## src/rtl/led_pkg.sv

```systemverilog
// Shared types for the RGB LED arbiter: color codes, FSM states and the color decode.
package led_pkg;

  typedef enum logic [1:0] {
    BLANK = 2'b00,
    RED   = 2'b01,
    GREEN = 2'b11,
    BLUE  = 2'b10
  } color_e;

  typedef enum logic [1:0] {
    IDLE = 2'd0,
    SHOW = 2'd1,
    GAP  = 2'd2
  } arb_state_e;

  typedef struct packed {
    logic r;
    logic g;
    logic b;
  } rgb_t;

  // Map a color code onto the three LED drives; BLANK and unknown codes are all-off.
  function automatic rgb_t color_to_rgb(input color_e c);
    rgb_t rgb;
    rgb = '0;
    case (c)
      RED:     rgb.r = 1'b1;
      GREEN:   rgb.g = 1'b1;
      BLUE:    rgb.b = 1'b1;
      default: rgb = '0;
    endcase
    return rgb;
  endfunction

endpackage

```

## src/rtl/rr_picker.sv

```systemverilog
// Combinational round-robin pick: lowest (i - ptr) mod NUM_REQ among set request bits.
module rr_picker #(
  parameter int unsigned NUM_REQ = 4,
  parameter int unsigned IDX_W   = $clog2(NUM_REQ)
) (
  input  logic [NUM_REQ-1:0] req,
  input  logic [IDX_W-1:0]   ptr,
  output logic               any,
  output logic [IDX_W-1:0]   pick
);

  // Walk offsets from farthest to nearest so the nearest set request wins.
  always_comb begin
    any  = |req;
    pick = '0;
    for (int j = int'(NUM_REQ) - 1; j >= 0; j--) begin
      int idx;
      logic [IDX_W-1:0] idx_v;
      idx = int'(ptr) + j;
      if (idx >= int'(NUM_REQ)) idx = idx - int'(NUM_REQ);
      idx_v = IDX_W'(idx);
      if (req[idx_v]) pick = idx_v;
    end
  end

endmodule

```

## src/rtl/rgb_led_arbiter.sv

```systemverilog
// Round-robin sharing of one RGB LED: show a granted color for its duration,
// then hold a fixed blank gap before the next grant.
module rgb_led_arbiter
  import led_pkg::*;
#(
  parameter int unsigned NUM_REQ    = 4,
  parameter int unsigned DUR_WIDTH  = 8,
  parameter int unsigned GAP_CYCLES = 2
) (
  input  logic                           clk,
  input  logic                           reset,
  input  logic                           enable,
  input  logic [NUM_REQ-1:0]             req,
  input  logic [NUM_REQ*2-1:0]           color,
  input  logic [NUM_REQ*DUR_WIDTH-1:0]   dur,
  output logic [NUM_REQ-1:0]             grant,
  output logic                           done,
  output logic [$clog2(NUM_REQ)-1:0]     done_id,
  output logic                           busy,
  output logic                           red,
  output logic                           green,
  output logic                           blue
);

  localparam int unsigned IDX_W    = $clog2(NUM_REQ);
  localparam int unsigned GAP_W    = (GAP_CYCLES > 1) ? $clog2(GAP_CYCLES) : 1;
  localparam int unsigned GAP_LAST = (GAP_CYCLES > 0) ? GAP_CYCLES - 1 : 0;

  arb_state_e           state_q, state_d;
  logic [IDX_W-1:0]     ptr_q, ptr_d;
  logic [DUR_WIDTH-1:0] dur_cnt_q, dur_cnt_d;
  logic [DUR_WIDTH-1:0] dur_last_q, dur_last_d;
  logic [GAP_W-1:0]     gap_cnt_q, gap_cnt_d;
  color_e               color_q, color_d;
  logic [IDX_W-1:0]     id_q, id_d;

  logic [NUM_REQ-1:0]   grant_d;
  logic                 done_d;
  logic [IDX_W-1:0]     done_id_d;
  logic                 busy_d;
  rgb_t                 rgb_d;
  logic                 decide;

  logic                 any;
  logic [IDX_W-1:0]     pick;

  logic [1:0]           color_a [NUM_REQ];
  logic [DUR_WIDTH-1:0] dur_a   [NUM_REQ];

  for (genvar i = 0; i < int'(NUM_REQ); i++) begin : g_unpack
    assign color_a[i] = color[2*i +: 2];
    assign dur_a[i]   = dur[DUR_WIDTH*i +: DUR_WIDTH];
  end

  rr_picker #(
    .NUM_REQ (NUM_REQ),
    .IDX_W   (IDX_W)
  ) u_picker (
    .req  (req),
    .ptr  (ptr_q),
    .any  (any),
    .pick (pick)
  );

  // Next-state and next-output logic; every output register is loaded from here.
  always_comb begin
    state_d    = state_q;
    ptr_d      = ptr_q;
    dur_cnt_d  = dur_cnt_q;
    dur_last_d = dur_last_q;
    gap_cnt_d  = gap_cnt_q;
    color_d    = color_q;
    id_d       = id_q;
    grant_d    = '0;
    done_d     = 1'b0;
    done_id_d  = done_id;
    rgb_d      = '0;
    decide     = 1'b0;

    case (state_q)
      IDLE: decide = 1'b1;
      SHOW: begin
        if (dur_cnt_q == dur_last_q) begin
          done_d    = 1'b1;
          done_id_d = id_q;
          if (GAP_CYCLES == 0) begin
            decide = 1'b1;
          end else begin
            state_d   = GAP;
            gap_cnt_d = '0;
          end
        end else begin
          dur_cnt_d = dur_cnt_q + DUR_WIDTH'(1);
          rgb_d     = color_to_rgb(color_q);
        end
      end
      GAP: begin
        if (gap_cnt_q == GAP_W'(GAP_LAST)) decide = 1'b1;
        else gap_cnt_d = gap_cnt_q + GAP_W'(1);
      end
      default: state_d = IDLE;
    endcase

    // Decision edge: grant the round-robin pick, or fall back to IDLE.
    if (decide) begin
      if (enable && any) begin
        state_d       = SHOW;
        dur_cnt_d     = '0;
        color_d       = color_e'(color_a[pick]);
        dur_last_d    = (dur_a[pick] == '0) ? '0 : dur_a[pick] - DUR_WIDTH'(1);
        id_d          = pick;
        grant_d[pick] = 1'b1;
        ptr_d         = (pick == IDX_W'(NUM_REQ - 1)) ? '0 : pick + IDX_W'(1);
        rgb_d         = color_to_rgb(color_e'(color_a[pick]));
      end else begin
        state_d = IDLE;
      end
    end

    busy_d = (state_d != IDLE);
  end

  // State, datapath and output registers.
  always_ff @(posedge clk or posedge reset) begin
    if (reset) begin
      state_q    <= IDLE;
      ptr_q      <= '0;
      dur_cnt_q  <= '0;
      dur_last_q <= '0;
      gap_cnt_q  <= '0;
      color_q    <= BLANK;
      id_q       <= '0;
      grant      <= '0;
      done       <= 1'b0;
      done_id    <= '0;
      busy       <= 1'b0;
      red        <= 1'b0;
      green      <= 1'b0;
      blue       <= 1'b0;
    end else begin
      state_q    <= state_d;
      ptr_q      <= ptr_d;
      dur_cnt_q  <= dur_cnt_d;
      dur_last_q <= dur_last_d;
      gap_cnt_q  <= gap_cnt_d;
      color_q    <= color_d;
      id_q       <= id_d;
      grant      <= grant_d;
      done       <= done_d;
      done_id    <= done_id_d;
      busy       <= busy_d;
      red        <= rgb_d.r;
      green      <= rgb_d.g;
      blue       <= rgb_d.b;
    end
  end

endmodule

```

## config.mk

```make
export PLATFORM = sky130hd
export DESIGN_NAME = rgb_led_arbiter
export DESIGN_NICKNAME = d
export VERILOG_FILES = /design/src/rtl/led_pkg.sv /design/src/rtl/rr_picker.sv /design/src/rtl/rgb_led_arbiter.sv
export SDC_FILE = /design/constraint.sdc
export NUM_CORES = 1
export LEC_CHECK = 0
export ABC_AREA = 1
export BUFFER_PORTS_ARGS = -buffer_cell sky130_fd_sc_hd__buf_2
export CAP_MARGIN = 20
export CORE_MARGIN = 8
export CORE_UTILIZATION = 58
export DETAILED_ROUTE_END_ITERATION = 7
export GPL_TIMING_DRIVEN = 0
export PLACE_DENSITY = 0.95
export SLEW_MARGIN = 20
export SYNTH_ARGS = -nofsm -noshare
export SYNTH_HDL_FRONTEND = slang
export SYNTH_SLANG_ARGS = --single-unit
```

## constraint.sdc

```tcl
create_clock -name clk -period 5.42 [get_ports clk]
set_clock_uncertainty 0.05 [all_clocks]
set_input_delay 1.084 -clock clk [delete_from_list [all_inputs] [get_ports clk]]
set_output_delay 1.084 -clock clk [all_outputs]
set_load 0.03 [all_outputs]
```

## Yosys cells after proc, flatten, opt, wreduce, memory -nomap -nowiden

Cells that the tools add are included.
W data, S select, Z words.

- Output and inout bits: 11
- Logic and storage cells: 112
- Bits in registers: 36

- Add/sub/neg operators: 11
- Equal/unequal tests: 11
- Multiplexer cells: 53
- Reductions and logical operators: 11
- Bitwise operators: 1
- Order comparisons: 11

Operators by type and width:

| kind | count |
|---|---|
| $mux W8 | 7 |
| $mux W2 | 13 |
| $mux W1 | 17 |
| $bmux W8 S2 | 1 |
| $lt A2 B3 Y1 const B | 5 |
| $eq A2 B2 Y1 const B | 6 |
| $ge A3 B3 Y1 const B | 4 |
| $mux W3 | 4 |
| $add A8 B1 Y8 const B | 1 |
| $bmux W1 S2 | 4 |
| $eq A8 B8 Y1 | 1 |
| $logic_not A8 Y1 | 1 |
| $mux W4 | 2 |
| $sub A2 B1 Y2 const B | 4 |
| $sub A8 B1 Y8 const B | 1 |
| $add A2 B2 Y3 const B | 2 |
| $eq A2 B1 Y1 const B | 3 |
| $reduce_and A2 Y1 | 3 |
| $bmux W2 S2 | 1 |
| $pmux W1 S2 | 2 |
| $pmux W2 S2 | 1 |
| $reduce_bool A2 Y1 | 2 |
| $reduce_or A4 Y1 | 1 |
| $add A2 B1 Y3 const B | 1 |
| 10 further kinds | 11 |

## Depth between registers and ports, before layout

- Depth in word-level cells: 17
- Depth in mapped cells: 21

## Hierarchy

A second synthesis with hierarchy kept.

- Cell total of the unflattened synthesis: 349
- Area total of the unflattened synthesis: 2443.6 sq um

By module, submodules not included:

| module | cells an instance | times used | area an instance (sq um) |
|---|---|---|---|
| rgb_led_arbiter | 303 | 1 | 2254.7 |
| rr_picker | 46 | 1 | 188.9 |

## Worst setup path after synthesis

Ideal clock, no wire load.

- Path kind: input-to-reg
- From: input req[3]
- To: register dur_last_q[5]
- Path slack: 2.491 ns
- Cell stages on the path: 19
- Data required time: 5.254 ns
- Data arrival time: 2.763 ns
- Library setup time: 0.116 ns
- Path buffers: 1
- Cells stage by stage: inv_1 > o21ai_1 > nand2_1 > nand3_4 > nand2_2 > nand2_4 > nand2_2 > buf_4 > nand2_1 > nand3_1 > nand2_1 > ha_1 > inv_1 > nor2_1 > nand2_2 > nor2_2 > nor2_4 > nand2_1 > nand2_1

- Cells in the longest elaborated chain, start to end: 12
- Elaborated cells on any way between the ends: 22
- Classes of those cells: add/sub: 1; mux: 16; bitwise: 1; reduce/logical: 4

RTL lines:

| what | line | text |
|---|---|---|
| start: declaration | rgb_led_arbiter.sv:13 | `input logic [NUM_REQ-1:0] req,` |
| $bmux W1 S2 | rr_picker.sv:22 | `if (req[idx_v]) pick = idx_v;` |
| $mux W1 (not written as such) | rr_picker.sv:22 |  |
| $mux W2 (3 in series) | rr_picker.sv:22 |  |
| $mux W2 * | rr_picker.sv:22 |  |
| via pick[0] | rgb_led_arbiter.sv:45 | `logic [IDX_W-1:0] pick;` |
| $not A2 Y3 (not written as such) * | rgb_led_arbiter.sv:110 | `dur_last_d = (dur_a[pick] == '0) ? '0 : dur_a[pick] - DUR_WIDTH'(1);` |
| $bmux W8 S2 * | rgb_led_arbiter.sv:110 |  |
| $mux W8 (not written as such) * (2 in series) | rgb_led_arbiter.sv:110 |  |
| $sub A8 B1 Y8 / $logic_not A8 Y1 (equally long branches) | rgb_led_arbiter.sv:110 |  |
| $mux W8 * | rgb_led_arbiter.sv:110 |  |
| end signal: assignment | rgb_led_arbiter.sv:144 | `dur_last_q <= dur_last_d;` |
| end: declaration | rgb_led_arbiter.sv:32 | `logic [DUR_WIDTH-1:0] dur_last_q, dur_last_d;` |

Mark *: on every way through the listed nets, which the timed path passes. The rest lies on a longest branch. The select of a mux whose other input is x is not followed.
A chain may end at the register's enable or synchronous reset.

## Worst setup path in the final report

Same ends and word-level chain as after synthesis.

==> flow_metrics.tcl <==
set metrics [dict create \
    place.detailed.hpwl_mm 4.50 \
    nets_in_the_synthesized_netlist 385 \
    netlist_top_cells_area "sky130_fd_sc_hd__dfrtp_1, sky130_fd_sc_hd__nand2_1, sky130_fd_sc_hd__nand3_1" \
    via_count_of_the_first_global_routing_pass 2474 \
    die_area_mm2 0.00645 \
    drtIter0Drc 154 \
    layout.cells.non_filler 446 \
    internal-power_w 0.000470 \
    final_weighted_congestion_in_routability_driven_placement 0.856 \
    num_io_pins 58 \
    clkSinkCount 36 \
    drt-pass1-iter-count 4 \
    synth_sequential_area_ratio 0.375 \
    result_of_the_run "completed" \
    cts.clk_slew.worst_paths_ns 0.07 \
    data_arrival_time_of_the_worst_path_ns 3.14 \
    p_comb_frac 0.159 \
    num_antenna_cells 0 \
    critical_path.most_common_cell "sky130_fd_sc_hd__nand2_1" \
    placement.io_buffers 57 \
    power_switching_share 0.249 \
    hp-start "done_id[1]$_DFFE_PP0P_" \
    first_pass_grt_wire_length_mm 10.2 \
    timing.critical_path.from "req[3]" \
    syn_avg_cell_area_um2 7.25 \
    final_period_minus_worst_setup_slack_ns 3.01 \
    setup_viol 0 \
    critical_path.startpoint_type "primary input" \
    ys_dominant_reg_cell "sky130_fd_sc_hd__dfrtp_1" \
    initial_core_util 0.600 \
    synth_edf_count 0 \
    synth_area_mm2 0.00240 \
    synth_area_leader_cell "sky130_fd_sc_hd__dfrtp_1" \
    max_stage_delay_ns 0.19 \
    global_route.overflow_total 0 \
    number_of_antenna_violations_at_the_first_check_in_global_routing 0 \
    yosysTopAreaCellShare 0.375 \
    postCtsResizedCells 0 \
    critical_path.slowest_cell "sky130_fd_sc_hd__buf_4" \
    cts-buffers-inserted 5 \
    routed_via_density 5.29 \
    grtUsageMet3 0.0513 \
    synth_seq_cells 36 \
    mostFrequentLayoutCell "sky130_fd_sc_hd__nand2_1" \
    die_width_um 80.3 \
    power_per_cell_area_mw_per_mm2 217 \
    worst_setup_path_end_kind "flip-flop" \
    distinct_cell_type_count_after_synthesis 36 \
    global_route.peak_usage_layer "met2" \
    drc_errors 0 \
    max_buffers_root_to_sink 2 \
    core_area_mm2 0.00400 \
    hold_violations 0 \
    global_route.usage.met1 0.215 \
    global_route_usage_over_all_layers 0.197 \
    cts_hold_buffers 0 \
    numPlacedInstances 438 \
    vdd.ir_drop.worst_v 0.000119 \
    worstReg2RegStart "ptr_q[1]$_DFFE_PP0P_" \
    leakagePower_nw 1.55 \
    tightestPinTransition_ns 0.719 \
    floorplan.die.height_um 80.3 \
    postSynth.asyncResetShare 1.00 \
    top_library_cells_by_usage_in_the_layout_fill_and_taps_aside "sky130_fd_sc_hd__nand2_1, sky130_fd_sc_hd__buf_2, sky130_fd_sc_hd__nand3_1" \
    cts-htree-levels 2 \
    fill_cells 298 \
    maxCapViolations 0 \
    report.final.slew_viol_count 0 \
    final_cycle_share 0.555 \
    synthesis.yosys.warnings 0 \
    clock_insertion_delay_worst_skew_ns 0.29 \
    fin_nets 449 \
    timing.critical_path.fanout_max 11 \
    fin_tns_setup_ns 0 \
    clock_tree.root_cell "sky130_fd_sc_hd__clkbuf_8" \
    critical_path_rt_ns 5.56 \
    final_layout_size_suffix_gt1_frac 0.258 \
    worstSetupPathType "in -> reg" \
    drt_wl_total_mm 5.85 \
    number_of_setup_buffers_added_after_cts 0 \
    holdCritPathClass "reg -> reg" \
    grt_setup_unrepaired "false" \
    power.share.sequential 0.430 \
    met2_usage 0.341 \
    power.net_switching_w 0.000155 \
    routed_wire_length_per_instance_um 13.1 \
    grt_max_degree 37 \
    highest_achievable_clock_rate_mhz 333 \
    area_growth_syn_to_layout_pct 19.8 \
    relSlewSlack 0.520 \
    syn-instance-count 331 \
    cts_tree "yes" \
    drt.antenna.violating_nets 0 \
    detailroute.via_count 2359 \
    core.rowCount 23 \
    crit_path_cell_trace "buf_2, inv_1, o21ai_1, nand2_1, nand3_4, nand2_2, nand2_4, nand2_2, buf_4, nand2_1, nand3_1, nand2_1, ha_1, inv_1, nor2_1, nand2_2, nor2_2, nor2_4, nand2_1, nand2_1" \
    portion_of_total_power_attributed_to_the_clock_network 0.412 \
]
==> state kept, by name, summed over array words and instances (netlist names) <==
| signal | flops |
|---|---|
| dur_last_q | 8 |
| busy | 1 |
| blue | 1 |
| state_q | 2 |
| green | 1 |
| grant | 4 |
| ptr_q | 2 |
| done | 1 |
| id_q | 2 |
| red | 1 |
| gap_cnt_q | 1 |
| color_q | 2 |
| done_id | 2 |
| dur_cnt_q | 8 |
==> layer usage <==
layer	wire, um	up-vias
li1	-	1188
met1	2480	1070
met5	0	-
met3	366	17
met2	2840	84
met4	170	0
==> Yosys cell counts (3+ instances only) <==
| cell | instances |
|---|---|
| sky130_fd_sc_hd__a21oi_1 | 7 |
| sky130_fd_sc_hd__buf_4 | 3 |
| sky130_fd_sc_hd__clkbuf_1 | 3 |
| sky130_fd_sc_hd__dfrtp_1 | 36 |
| sky130_fd_sc_hd__ha_1 | 7 |
| sky130_fd_sc_hd__inv_1 | 31 |
| sky130_fd_sc_hd__inv_2 | 4 |
| sky130_fd_sc_hd__nand2_1 | 103 |
| sky130_fd_sc_hd__nand2_2 | 11 |
| sky130_fd_sc_hd__nand3_1 | 48 |
| sky130_fd_sc_hd__nand4_1 | 3 |
| sky130_fd_sc_hd__nor2_1 | 17 |
| sky130_fd_sc_hd__nor2_2 | 3 |
| sky130_fd_sc_hd__nor2_4 | 3 |
| sky130_fd_sc_hd__nor3_1 | 3 |
| sky130_fd_sc_hd__o21ai_0 | 12 |
| sky130_fd_sc_hd__o21ai_1 | 5 |
| sky130_fd_sc_hd__xor2_1 | 8 |
==> final timing paths <==
| kind | to | slack, ns | cells past startpoint |
|---|---|---|---|
| min | done_id[1]$_DFFE_PP0P_ | 0.43 | 2 |
| max reg2reg | dur_last_q[5]$_DFFE_PP0P_ | 2.77 | 17 |
| max | dur_last_q[5]$_DFFE_PP0P_ | 2.41 | 20 |
| min in group asynchronous | dur_cnt_q[6]$_DFF_PP0_ | 0.86 | 2 |
| max in group asynchronous | ptr_q[0]$_DFFE_PP0P_ | 4.01 | 2 |
| min reg2reg | done_id[1]$_DFFE_PP0P_ | 0.43 | 2 |
==> through the flow <==
step | total power [W] | setup slack, ns | cell area, um2 | hold slack, ns | util
2_1_floorplan | 0.000342 | 2.49 | 2400 | 0.399 | -
3_5_place_dp | 0.000372 | 2.11 | 2750 | 0.419 | 0.687
5_1_grt | 0.000653 | 2.20 | 2870 | 0.456 | 0.718
6_report | 0.000625 | 2.41 | 2870 | 0.430 | 0.718
4_1_cts | 0.000626 | 2.42 | 2870 | 0.436 | 0.718
3_3_place_gp | 0.000370 | 2.17 | 2750 | 0.401 | 0.687
==> worst max-delay path, delay by kind of cell <==
| family | cells | cell delay [ns] |
|---|---|---|
| adders and majority gates | 1 | 0.17 |
| buffers and inverters | 4 | 0.36 |
| and+or+nand+nor | 14 | 1.36 |
| AOI/OAI and AO/OA | 1 | 0.17 |
==> layout make-up <==
type	count	area, um2	share of cell area
multi-input combinational	249	1290	0.451
sequential	36	901	0.313
timing repair buffer	57	285	0.0993
inverter	36	138	0.0479
clock buffer	7	96.3	0.0335
buffer	10	66.3	0.0231
tap	50	62.6	0.0218
clock inverter	1	30.0	0.0104
==> cell families after synthesis <==
group | after synthesis | synth area share
xor gates and xnor gates | 8 | 0.0292
and+or+nand+nor | 201 | 0.395
adders and majority gates | 7 | 0.0365
AOI/OAI and AO/OA | 33 | 0.0787
DFF | 36 | 0.375
buffers and inverters | 46 | 0.0850
==> power by group through the flow <==
stage	Sequential, W	Combinational, W	Clock (W)
finish	0.000269	0.0000992	0.000257
global route	0.000268	0.000113	0.000271
CTS	0.000269	0.0000994	0.000258
detailed placement	0.000274	0.0000985	0
global placement	0.000274	0.0000961	0
floorplan	0.000274	0.0000685	0
Power figures use the tool's default switching activity.
